File: config.mk
export PLATFORM = sky130hd
export DESIGN_NAME = reverse_base_stack_flat
export DESIGN_NICKNAME = d
export VERILOG_FILES = /design/src/rtl/reverse_base_stack_if.sv /design/src/rtl/reverse_base_stack.sv /design/src/flat_wrapper.sv
export SDC_FILE = /design/constraint.sdc
export NUM_CORES = 1
export LEC_CHECK = 0
export ABC_CLOCK_PERIOD_IN_PS = 7350
export BUFFER_PORTS_ARGS = -buffer_cell sky130_fd_sc_hd__buf_2
export CORE_MARGIN = 5
export CORE_UTILIZATION = 35
export CTS_BUF_LIST = sky130_fd_sc_hd__clkbuf_4 sky130_fd_sc_hd__clkbuf_8
export DETAILED_ROUTE_END_ITERATION = 10
export PLACE_DENSITY_LB_ADDON = 0.25
export SLEW_MARGIN = 20
export SYNTH_ARGS = -nofsm -noshare
export SYNTH_HDL_FRONTEND = slang
export SYNTH_SLANG_ARGS = --single-unit
File: constraint.sdc
create_clock -name csi_clock -period 7.35 [get_ports csi_clock]
set_clock_uncertainty 0.1 [all_clocks]
set_input_delay 1.47 -clock csi_clock [delete_from_list [all_inputs] [get_ports csi_clock]]
set_output_delay 1.47 -clock csi_clock [all_outputs]
set_load 0.05 [all_outputs]
File: src/rtl/reverse_base_stack_if.sv
// Avalon-ST style stream of 8-bit bases with packet framing.
// The source drives data/valid/framing; the sink drives ready.
interface reverse_base_stack_if;
    logic [7:0] data;
    logic       valid;
    logic       ready;
    logic       startofpacket;
    logic       endofpacket;

    modport master (
        output data,
        output valid,
        output startofpacket,
        output endofpacket,
        input  ready
    );

    modport slave (
        input  data,
        input  valid,
        input  startofpacket,
        input  endofpacket,
        output ready
    );
endinterface

File: src/rtl/reverse_base_stack.sv
// Packet reverser: stacks the bases of one packet, then replays them last-in first-out.
// Packets longer than DEPTH are truncated to their first DEPTH bases; the rest is dropped.
module reverse_base_stack #(
    parameter int unsigned DEPTH  = 64,
    parameter int unsigned ADDR_W = 6
) (
    input  logic                      csi_clock,
    input  logic                      rsi_reset_n,
    reverse_base_stack_if.slave       asi_in,
    reverse_base_stack_if.master      aso_out,
    output logic                      coe_overflow,
    output logic [ADDR_W:0]           coe_level
);

    typedef enum logic [1:0] {
        StFill,
        StDrain,
        StDiscard
    } state_e;

    localparam logic [ADDR_W:0] LevelOne  = (ADDR_W + 1)'(1);
    localparam logic [ADDR_W:0] LevelFull = (ADDR_W + 1)'(DEPTH);

    state_e          state_q, state_d;
    logic [ADDR_W:0] sp_q, sp_d;
    logic            pend_q, pend_d;
    logic            first_q, first_d;
    logic            ovf_q, ovf_d;

    logic [7:0]        mem [DEPTH];
    logic [ADDR_W:0]   sp_inc;
    logic [ADDR_W:0]   sp_dec;
    logic [ADDR_W-1:0] wr_addr;
    logic [ADDR_W-1:0] rd_addr;
    logic              in_fire;
    logic              out_fire;
    logic              push;
    logic              unused_in_sop;

    assign unused_in_sop = asi_in.startofpacket;

    assign sp_inc  = sp_q + LevelOne;
    assign sp_dec  = sp_q - LevelOne;
    assign wr_addr = sp_q[ADDR_W-1:0];
    assign rd_addr = sp_dec[ADDR_W-1:0];

    // Ready is gated by reset so the source sees no acceptance while reset is held.
    assign asi_in.ready  = rsi_reset_n && (state_q != StDrain);
    assign aso_out.valid = (state_q == StDrain);
    assign aso_out.data  = aso_out.valid ? mem[rd_addr] : 8'h00;
    assign aso_out.startofpacket = aso_out.valid && first_q;
    assign aso_out.endofpacket   = aso_out.valid && (sp_q == LevelOne);

    assign coe_overflow = ovf_q;
    assign coe_level    = sp_q;

    assign in_fire  = asi_in.valid && asi_in.ready;
    assign out_fire = aso_out.valid && aso_out.ready;

    always_comb begin
        state_d = state_q;
        sp_d    = sp_q;
        pend_d  = pend_q;
        first_d = first_q;
        ovf_d   = 1'b0;
        push    = 1'b0;

        unique case (state_q)
            StFill: begin
                if (in_fire) begin
                    push = 1'b1;
                    sp_d = sp_inc;
                    if (asi_in.endofpacket) begin
                        state_d = StDrain;
                        first_d = 1'b1;
                    end else if (sp_inc == LevelFull) begin
                        // Stack full mid-packet: replay what we have, drop the tail later.
                        ovf_d   = 1'b1;
                        pend_d  = 1'b1;
                        state_d = StDrain;
                        first_d = 1'b1;
                    end
                end
            end
            StDrain: begin
                if (out_fire) begin
                    sp_d    = sp_dec;
                    first_d = 1'b0;
                    if (sp_q == LevelOne) begin
                        state_d = pend_q ? StDiscard : StFill;
                    end
                end
            end
            StDiscard: begin
                if (in_fire && asi_in.endofpacket) begin
                    pend_d  = 1'b0;
                    state_d = StFill;
                end
            end
            default: begin
                state_d = StFill;
            end
        endcase
    end

    always_ff @(posedge csi_clock or negedge rsi_reset_n) begin
        if (!rsi_reset_n) begin
            state_q <= StFill;
            sp_q    <= '0;
            pend_q  <= 1'b0;
            first_q <= 1'b0;
            ovf_q   <= 1'b0;
        end else begin
            state_q <= state_d;
            sp_q    <= sp_d;
            pend_q  <= pend_d;
            first_q <= first_d;
            ovf_q   <= ovf_d;
        end
    end

    // Storage carries no reset; sp alone defines which entries are live.
    always_ff @(posedge csi_clock) begin
        if (push) begin
            mem[wr_addr] <= asi_in.data;
        end
    end

`ifndef SYNTHESIS
    a_level_bound : assert property (@(posedge csi_clock) disable iff (!rsi_reset_n)
        sp_q <= LevelFull);

    a_out_hold : assert property (@(posedge csi_clock) disable iff (!rsi_reset_n)
        (aso_out.valid && !aso_out.ready) |=> (aso_out.valid && $stable(aso_out.data)
            && $stable(aso_out.startofpacket) && $stable(aso_out.endofpacket)));
`endif

endmodule

File: src/flat_wrapper.sv
// flat-port wrapper written by rule: the top's interface ports become plain ports
module reverse_base_stack_flat 
#(
    parameter int unsigned DEPTH  = 64,
    parameter int unsigned ADDR_W = 6
)
  (csi_clock, rsi_reset_n, coe_overflow, coe_level, asi_in_data, asi_in_valid, asi_in_startofpacket, asi_in_endofpacket, asi_in_ready, aso_out_data, aso_out_valid, aso_out_startofpacket, aso_out_endofpacket, aso_out_ready);
  reverse_base_stack_if asi_in_i ();
  reverse_base_stack_if aso_out_i ();
  input  logic csi_clock;
  input  logic rsi_reset_n;
  output logic coe_overflow;
  output logic [ADDR_W:0] coe_level;
  input wire logic [$bits(asi_in_i.data)-1:0] asi_in_data;
  input wire logic [$bits(asi_in_i.valid)-1:0] asi_in_valid;
  input wire logic [$bits(asi_in_i.startofpacket)-1:0] asi_in_startofpacket;
  input wire logic [$bits(asi_in_i.endofpacket)-1:0] asi_in_endofpacket;
  output wire logic [$bits(asi_in_i.ready)-1:0] asi_in_ready;
  output wire logic [$bits(aso_out_i.data)-1:0] aso_out_data;
  output wire logic [$bits(aso_out_i.valid)-1:0] aso_out_valid;
  output wire logic [$bits(aso_out_i.startofpacket)-1:0] aso_out_startofpacket;
  output wire logic [$bits(aso_out_i.endofpacket)-1:0] aso_out_endofpacket;
  input wire logic [$bits(aso_out_i.ready)-1:0] aso_out_ready;
  assign asi_in_i.data = asi_in_data;
  assign asi_in_i.valid = asi_in_valid;
  assign asi_in_i.startofpacket = asi_in_startofpacket;
  assign asi_in_i.endofpacket = asi_in_endofpacket;
  assign asi_in_ready = asi_in_i.ready;
  assign aso_out_data = aso_out_i.data;
  assign aso_out_valid = aso_out_i.valid;
  assign aso_out_startofpacket = aso_out_i.startofpacket;
  assign aso_out_endofpacket = aso_out_i.endofpacket;
  assign aso_out_i.ready = aso_out_ready;
  reverse_base_stack #(.DEPTH(DEPTH), .ADDR_W(ADDR_W)) u_core (.csi_clock(csi_clock), .rsi_reset_n(rsi_reset_n), .asi_in(asi_in_i), .aso_out(aso_out_i), .coe_overflow(coe_overflow), .coe_level(coe_level));
endmodule
==> results of run 1 <==
state kept, by name (all words and copies together) (netlist names):
signal / flops
u_core.state_q: 2
u_core.pend_q: 1
u_core.coe_overflow: 1
u_core.first_q: 1
u_core.mem: 512
u_core.coe_level: 7
cell families after synthesis:
| group | Yosys count | share of synthesized area [%] |
|---|---|---|
| buffers and inverters | 59 | 1.478 |
| XOR/XNOR | 9 | 0.5046 |
| flip-flops | 524 | 75.25 |
| adder cells (fa/ha/maj) | 3 | 0.1802 |
| multiplexers | 149 | 15.40 |
| AO/OA/AOI/OAI | 57 | 1.790 |
| AND/OR/NAND/NOR | 247 | 5.400 |
layer usage:
metal	routed length [um]	vias up	GRT usage (%)
met2	22410	309	22.76
met3	3146	87	4.360
met4	1288	0	4.925
met1	21000	5361	21.17
li1	-	4449	-
met5	0	-	0
power by group:
group          switching, mW  internal, mW  leakage [nW]
Combinational           2.45          1.52          1.71
Clock                   1.13          1.39         0.894
Sequential             0.133          3.33          4.74
Total                   3.71          6.23          7.35
cell type report:
class,instances,share of cell area [%]
multi-input cells,465,20.70
inverters,4,0.06372
flip-flops and latches,524,66.54
diodes,1,0.01062
repair buffers,50,1.381
clock buffers,119,6.181
well taps,773,4.105
clock inverters,34,1.014
worst paths after layout:
kind                                            startpoint                              end  slack, ps
max                        u_core.coe_level[0]$_DFFE_PN0P_                  aso_out_data[3]       1080
min                              u_core.pend_q$_DFFE_PN0P_        u_core.pend_q$_DFFE_PN0P_        460
max reg2reg                u_core.coe_level[0]$_DFFE_PN0P_      u_core.mem[14][0]$_DFFE_PP_       3650
min reg2reg                      u_core.pend_q$_DFFE_PN0P_        u_core.pend_q$_DFFE_PN0P_        460
max in group asynchronous                      rsi_reset_n  u_core.coe_level[0]$_DFFE_PN0P_       6190
min in group asynchronous                      rsi_reset_n       u_core.first_q$_DFFE_PN0P_        640
stage by stage:
step / hold WS, ps / worst slack [ps]
floorplan: 387.6 / 1649
global placement: 436.0 / 1658
detailed placement: 434.3 / 1653
CTS: 457.0 / 896.2
global route: 510.9 / 545.3
finish: 460.5 / 1080
placed cells by master (no fill, tap or decap), types with 12 or more instances in the layout:
master                       n
sky130_fd_sc_hd__a21oi_1    20
sky130_fd_sc_hd__buf_4      18
sky130_fd_sc_hd__nand3_1    43
sky130_fd_sc_hd__mux2_2     12
sky130_fd_sc_hd__edfxtp_1  512
sky130_fd_sc_hd__nand2_1    94
sky130_fd_sc_hd__nor2_1     71
sky130_fd_sc_hd__clkbuf_4   29
sky130_fd_sc_hd__mux4_2    136
sky130_fd_sc_hd__clkbuf_8   90
sky130_fd_sc_hd__clkinv_1   17
sky130_fd_sc_hd__buf_2      30
tightest hold or removal path: cells and delay by family (launching register included):
kind | cells | cell delay, ps
compound gates | 2 | 150
flops | 1 | 370
==> impl_metrics.tcl, run 1 <==
set metrics [dict create \
    grt_first_pass_wirelength_mm 71.17 \
    postPlaceCellArea_mm2 0.02186 \
    total_number_of_clock_tree_sinks 524 \
    max_clock_freq_mhz 159.5 \
    global_route.usage.total_pct 15.05 \
    fin_nets 1148 \
    cts_tree "built" \
    grt_start_max_net_pins 65 \
    synth_area_per_cell_um2 19.88 \
    post_route_cells_drive_above_1_share_pct 29.52 \
    antenna_violations_before_repair 1 \
    cp_num_cells 8 \
    warnings_from_yosys 0 \
    clk-insertion-delay-late_ps 660 \
    vias_per_cell 5.181 \
    required_ps 5780 \
    max_cap_violations 0 \
    ys_seq_area_share_pct 75.25 \
    placeable_core_area_mm2 0.05902 \
    ioPinCount 34 \
    timing.critical_path.mode_cell "sky130_fd_sc_hd__buf_4" \
    max_slew.worst_pin.slew_ps 1123 \
    synth.most_common_cell "sky130_fd_sc_hd__edfxtp_1" \
    cts_setup_buffers 0 \
    status "finished clean" \
    number_of_drc_markers_after_the_initial_detailed_route_iteration 863 \
    area_delta_synth_final_pct 13.11 \
    worst_ep_arrival_time_ps 4700 \
    path_max_fanout 40 \
    via_count_of_the_first_global_routing_pass 10510 \
    drt_pass1_iterations 5 \
    type_of_the_tightest_min_delay_check "reg2reg" \
    die_h_um 254.0 \
    final_min_period_over_clock_period_pct 85.31 \
    port_buffers 32 \
    wire_per_inst_um 24.28 \
    initial_utilization_pct 35.30 \
    cp_slowest_cell "sky130_fd_sc_hd__dfrtp_4" \
    synth_enable_flop_cells 512 \
    finish.instance_area_mm2 0.02356 \
    die_x_um 254.0 \
    final_setup_fails 0 \
    clk_root_buffer_cell "sky130_fd_sc_hd__clkbuf_8" \
    synth_area_leader_cell "sky130_fd_sc_hd__edfxtp_1" \
    timing.final.crit_period_ps 6270 \
    postCtsHoldBufs 0 \
    place.detailed.hpwl_mm 28.56 \
    largest_delay_contributor_family_on_the_critical_path "buffers and inverters" \
    seqCellArea_mm2 0.01568 \
    final_hold_viol_count 0 \
    dieArea_mm2 0.06450 \
    post-layout-total-power_mw 9.938 \
    holdPathStages 2 \
    multi_input_gate_area_in_the_final_layout_mm2 0.004877 \
    timing.slew.headroom_pct 25.12 \
    end_kind "primary output" \
    synth.cells.most_frequent "512 x sky130_fd_sc_hd__edfxtp_1, 136 x sky130_fd_sc_hd__mux4_2, 94 x sky130_fd_sc_hd__nand2_1" \
    via_count 10210 \
    postCtsResizedCells 0 \
    path_cells "buf_4 > buf_4 > mux4_2 > nand2_1 > nand3_1 > a21oi_1 > a311oi_1 > buf_2" \
    syn-instance-count 1048 \
    grt_setup_unrepaired "false" \
    post-route-util_pct 39.92 \
    yosys-top-cells-area "sky130_fd_sc_hd__edfxtp_1 74%, sky130_fd_sc_hd__mux4_2 15%, sky130_fd_sc_hd__nand2_1 1.7%" \
    cts.path.max_buffers 3 \
    worst-path-buf-inv 3 \
    ff2ff_path_depth 4 \
    std_cell_rows 89 \
    layoutNonFillerInstCount 1970 \
    gpl.final_weighted_congestion 0.8013 \
    globalRouteOverflowTotal 0 \
    wl_mm 47.84 \
    timing.critical_path.slowest_cell_delay_ps 760 \
    finalSetupTns_ps 0 \
    startpoint_type "register" \
    prevailing_post_synth_register_cell "sky130_fd_sc_hd__edfxtp_1" \
    total_leakage_power_nw 7.348 \
    numPlacedInstances 1816 \
    syn-cell-area_mm2 0.02083 \
    vdd_ir_drop_max_mv 0.6513 \
    detail-route-antenna-nets 0 \
    total_cts_buffers 86 \
    final-max-slew-violation-count 0 \
    route.detailed.drc 0 \
    startpoint_to_endpoint_class_of_the_critical_path "reg2out" \
    cellPowerDensity_mw_per_mm2 421.8 \
    syn_nets 1065 \
    synth_async_sr_flop_share_pct 2.290 \
    cts.reportedPaths.clkPinSlew_ps 60 \
    synth.lib_cells_used.distinct 52 \
    filler_cell_count_in_the_final_layout 5351 \
    yosys.area.top_type_share_pct 73.81 \
    synth-seq-cells 524 \
    clock_tree.htree_level_count 3 \
]
(Power assumes the default switching activity.)
==> run 2: changes to the inputs <==
--- a/config.mk
+++ b/config.mk
@@ -5,13 +5,13 @@
 export SDC_FILE = /design/constraint.sdc
 export NUM_CORES = 1
 export LEC_CHECK = 0
-export ABC_CLOCK_PERIOD_IN_PS = 7350
+export ABC_CLOCK_PERIOD_IN_PS = 6050
 export BUFFER_PORTS_ARGS = -buffer_cell sky130_fd_sc_hd__buf_2
 export CORE_MARGIN = 5
 export CORE_UTILIZATION = 35
 export CTS_BUF_LIST = sky130_fd_sc_hd__clkbuf_4 sky130_fd_sc_hd__clkbuf_8
 export DETAILED_ROUTE_END_ITERATION = 10
-export PLACE_DENSITY_LB_ADDON = 0.25
+export PLACE_DENSITY_LB_ADDON = 0.12
 export SLEW_MARGIN = 20
 export SYNTH_ARGS = -nofsm -noshare
 export SYNTH_HDL_FRONTEND = slang
==> constraint.sdc (replaced) <==
create_clock -name csi_clock -period 6.05 [get_ports csi_clock]
set_clock_uncertainty 0.1 [all_clocks]
set_input_delay 1.21 -clock csi_clock [delete_from_list [all_inputs] [get_ports csi_clock]]
set_output_delay 1.21 -clock csi_clock [all_outputs]
set_load 0.05 [all_outputs]
==> impl_metrics.tcl, run 2 (synthesized netlist as in run 1, its figures left out) <==
set metrics [dict create \
    status "finished clean" \
    global_route.usage.total_pct 16.18 \
    pre_cts_slack_ps 960.2 \
    regToRegEndpoint "u_core.mem[6][5]$_DFFE_PP_" \
    vdd_ir_drop_max_mv 0.6860 \
    ff2ff_path_depth 4 \
    port_buffers 32 \
    max_clock_freq_mhz 175.0 \
    cts.reportedPaths.clkPinSlew_ps 60 \
    total_leakage_power_nw 7.383 \
    path_max_fanout 30 \
    startpoint_to_endpoint_class_of_the_critical_path "reg2out" \
    placeable_core_area_mm2 0.05902 \
    final-max-slew-violation-count 0 \
    vias_per_cell 5.172 \
    worst_ep_arrival_time_ps 4400 \
    filler_cell_count_in_the_final_layout 5307 \
    final_setup_fails 0 \
    cellPowerDensity_mw_per_mm2 520.1 \
    grt_start_max_net_pins 65 \
    fin_nets 1153 \
    timing.final.crit_period_ps 5714 \
    final_min_period_over_clock_period_pct 94.44 \
    total_number_of_clock_tree_sinks 524 \
    clk-insertion-delay-late_ps 680 \
    grt_setup_unrepaired "false" \
    die_h_um 254.0 \
    fin_ws_ps 336.4 \
    std_cell_rows 89 \
    end_kind "primary output" \
    ioPinCount 34 \
    regMostFlops "u_core.mem" \
    area_delta_synth_final_pct 13.44 \
    most-common-layout-cells "512 x sky130_fd_sc_hd__edfxtp_1, 136 x sky130_fd_sc_hd__mux4_2, 96 x sky130_fd_sc_hd__clkbuf_8" \
    gpl.final_weighted_congestion 0.8233 \
    timing.slew.headroom_pct 37.70 \
    cts.path.max_buffers 3 \
    max_cap_violations 0 \
    grt_first_pass_wirelength_mm 74.98 \
    final_hold_viol_count 0 \
    clk_root_buffer_cell "sky130_fd_sc_hd__clkbuf_8" \
    type_of_the_tightest_min_delay_check "in2async" \
    wire_per_inst_um 26.01 \
    drt_pass1_iterations 5 \
    globalRouteOverflowTotal 0 \
    via_count_of_the_first_global_routing_pass 10810 \
    finalSetupTns_ps 0 \
    detail-route-antenna-nets 0 \
    dieArea_mm2 0.06450 \
    required_ps 4740 \
    post_route_cells_drive_above_1_share_pct 29.48 \
    route.detailed.drc 0 \
    number_of_drc_markers_after_the_initial_detailed_route_iteration 782 \
    layout_commonest_cell "sky130_fd_sc_hd__edfxtp_1" \
    cts_tree "built" \
    place.detailed.hpwl_mm 29.58 \
    flip_flop_count_of_the_largest_register_all_copies_and_words_added 512 \
    initial_utilization_pct 35.30 \
    regToRegStartpoint "u_core.coe_level[0]$_DFFE_PN0P_" \
    die_x_um 254.0 \
    wl_mm 51.40 \
    setup.reg_to_reg.worst_slack_ps 2340 \
    via_count 10220 \
    total_cts_buffers 91 \
    clock_tree.htree_level_count 3 \
    startpoint_type "register" \
    max_slew.worst_pin.slew_ps 934.4 \
    antenna_violations_before_repair 2 \
]
-- run 2: cell count changes in the layout (fill, tap and decap cells not counted), moves of 2 or more --
cell / delta
sky130_fd_sc_hd__buf_12: +2
sky130_fd_sc_hd__buf_4: -3
sky130_fd_sc_hd__clkbuf_4: +2
sky130_fd_sc_hd__clkbuf_8: +6
sky130_fd_sc_hd__clkinv_1: +5
sky130_fd_sc_hd__clkinv_2: -3
sky130_fd_sc_hd__clkinvlp_4: -2
sky130_fd_sc_hd__inv_6: -2
-- run 2: cell type report --
class                      count  area, um^2  area share, %
antenna                        2       5.005        0.02118
clock buffer                 127        1554          6.576
clock inverter                31       180.2         0.7625
inverter                       4       15.01        0.06354
multi-input combinational    465        4882          20.66
sequential                   524       15680          66.35
tap                          773       967.2          4.093
timing repair buffer          50       347.8          1.472
-- run 2: how the worst max path moves through the flow --
| stage | from | slack [ps] | depth (start not counted) | to |
|---|---|---|---|---|
| finish | u_core.coe_level[0]$_DFFE_PN0P_ | 340 | 9 | aso_out_data[4] |
| global route | u_core.coe_level[0]$_DFFE_PN0P_ | 0.7 | 9 | aso_out_data[1] |
| CTS | u_core.coe_level[0]$_DFFE_PN0P_ | 180 | 9 | aso_out_data[3] |
| detailed placement | u_core.coe_level[0]$_DFFE_PN0P_ | 960 | 9 | aso_out_data[3] |
| global placement | u_core.coe_level[0]$_DFFE_PN0P_ | 1000 | 9 | aso_out_data[1] |
| floorplan | u_core.coe_level[0]$_DFFE_PN0P_ | 610 | 13 | aso_out_data[0] |
-- run 2: critical path, cell delays in order, from the launching register on --
cell and delay (ps):
sky130_fd_sc_hd__dfrtp_4 700, sky130_fd_sc_hd__inv_1 210, sky130_fd_sc_hd__ha_4 660, sky130_fd_sc_hd__buf_4 460, sky130_fd_sc_hd__mux4_2 270, sky130_fd_sc_hd__nand2_1 80
sky130_fd_sc_hd__nand3_1 200, sky130_fd_sc_hd__a21oi_1 120, sky130_fd_sc_hd__a311oi_1 590, sky130_fd_sc_hd__buf_2 390
-- run 2: what timing repair did --
action | 4_1_cts | 5_1_grt
buffers inserted | 0 | 0
setup endpoints to repair | 0 | 2
endpoints found under the hold margin | 0 | 0
gates resized for setup | 0 | 1
hold buffers | 0 | 0
-- run 2: stage by stage --
stage	utilization (%)	instance area, um^2	hold slack, ps	std cells	power [mW]
after detailed placement	37.07	21880	415.5	1816	9.309
after CTS	40.01	23610	304.9	1974	12.47
after global routing	40.03	23630	328.3	1975	12.90
after floorplan	-	20830	387.6	1048	7.632
after global placement	37.07	21880	413.8	1816	9.297
final	40.04	23630	373.3	1976	12.29
-- run 2: routing by layer --
layer | share of wire [%] | track usage, %
met1 | 44 | 22.25
met2 | 47 | 24.96
met3 | 6.2 | 4.483
met4 | 3.0 | 5.815
met5 | 0 | 0
-- run 2: where the power goes --
part,switching (mW),internal [mW]
Clock,1.39,1.73
Combinational,3.12,1.86
Sequential,0.147,4.05
Total,4.66,7.63
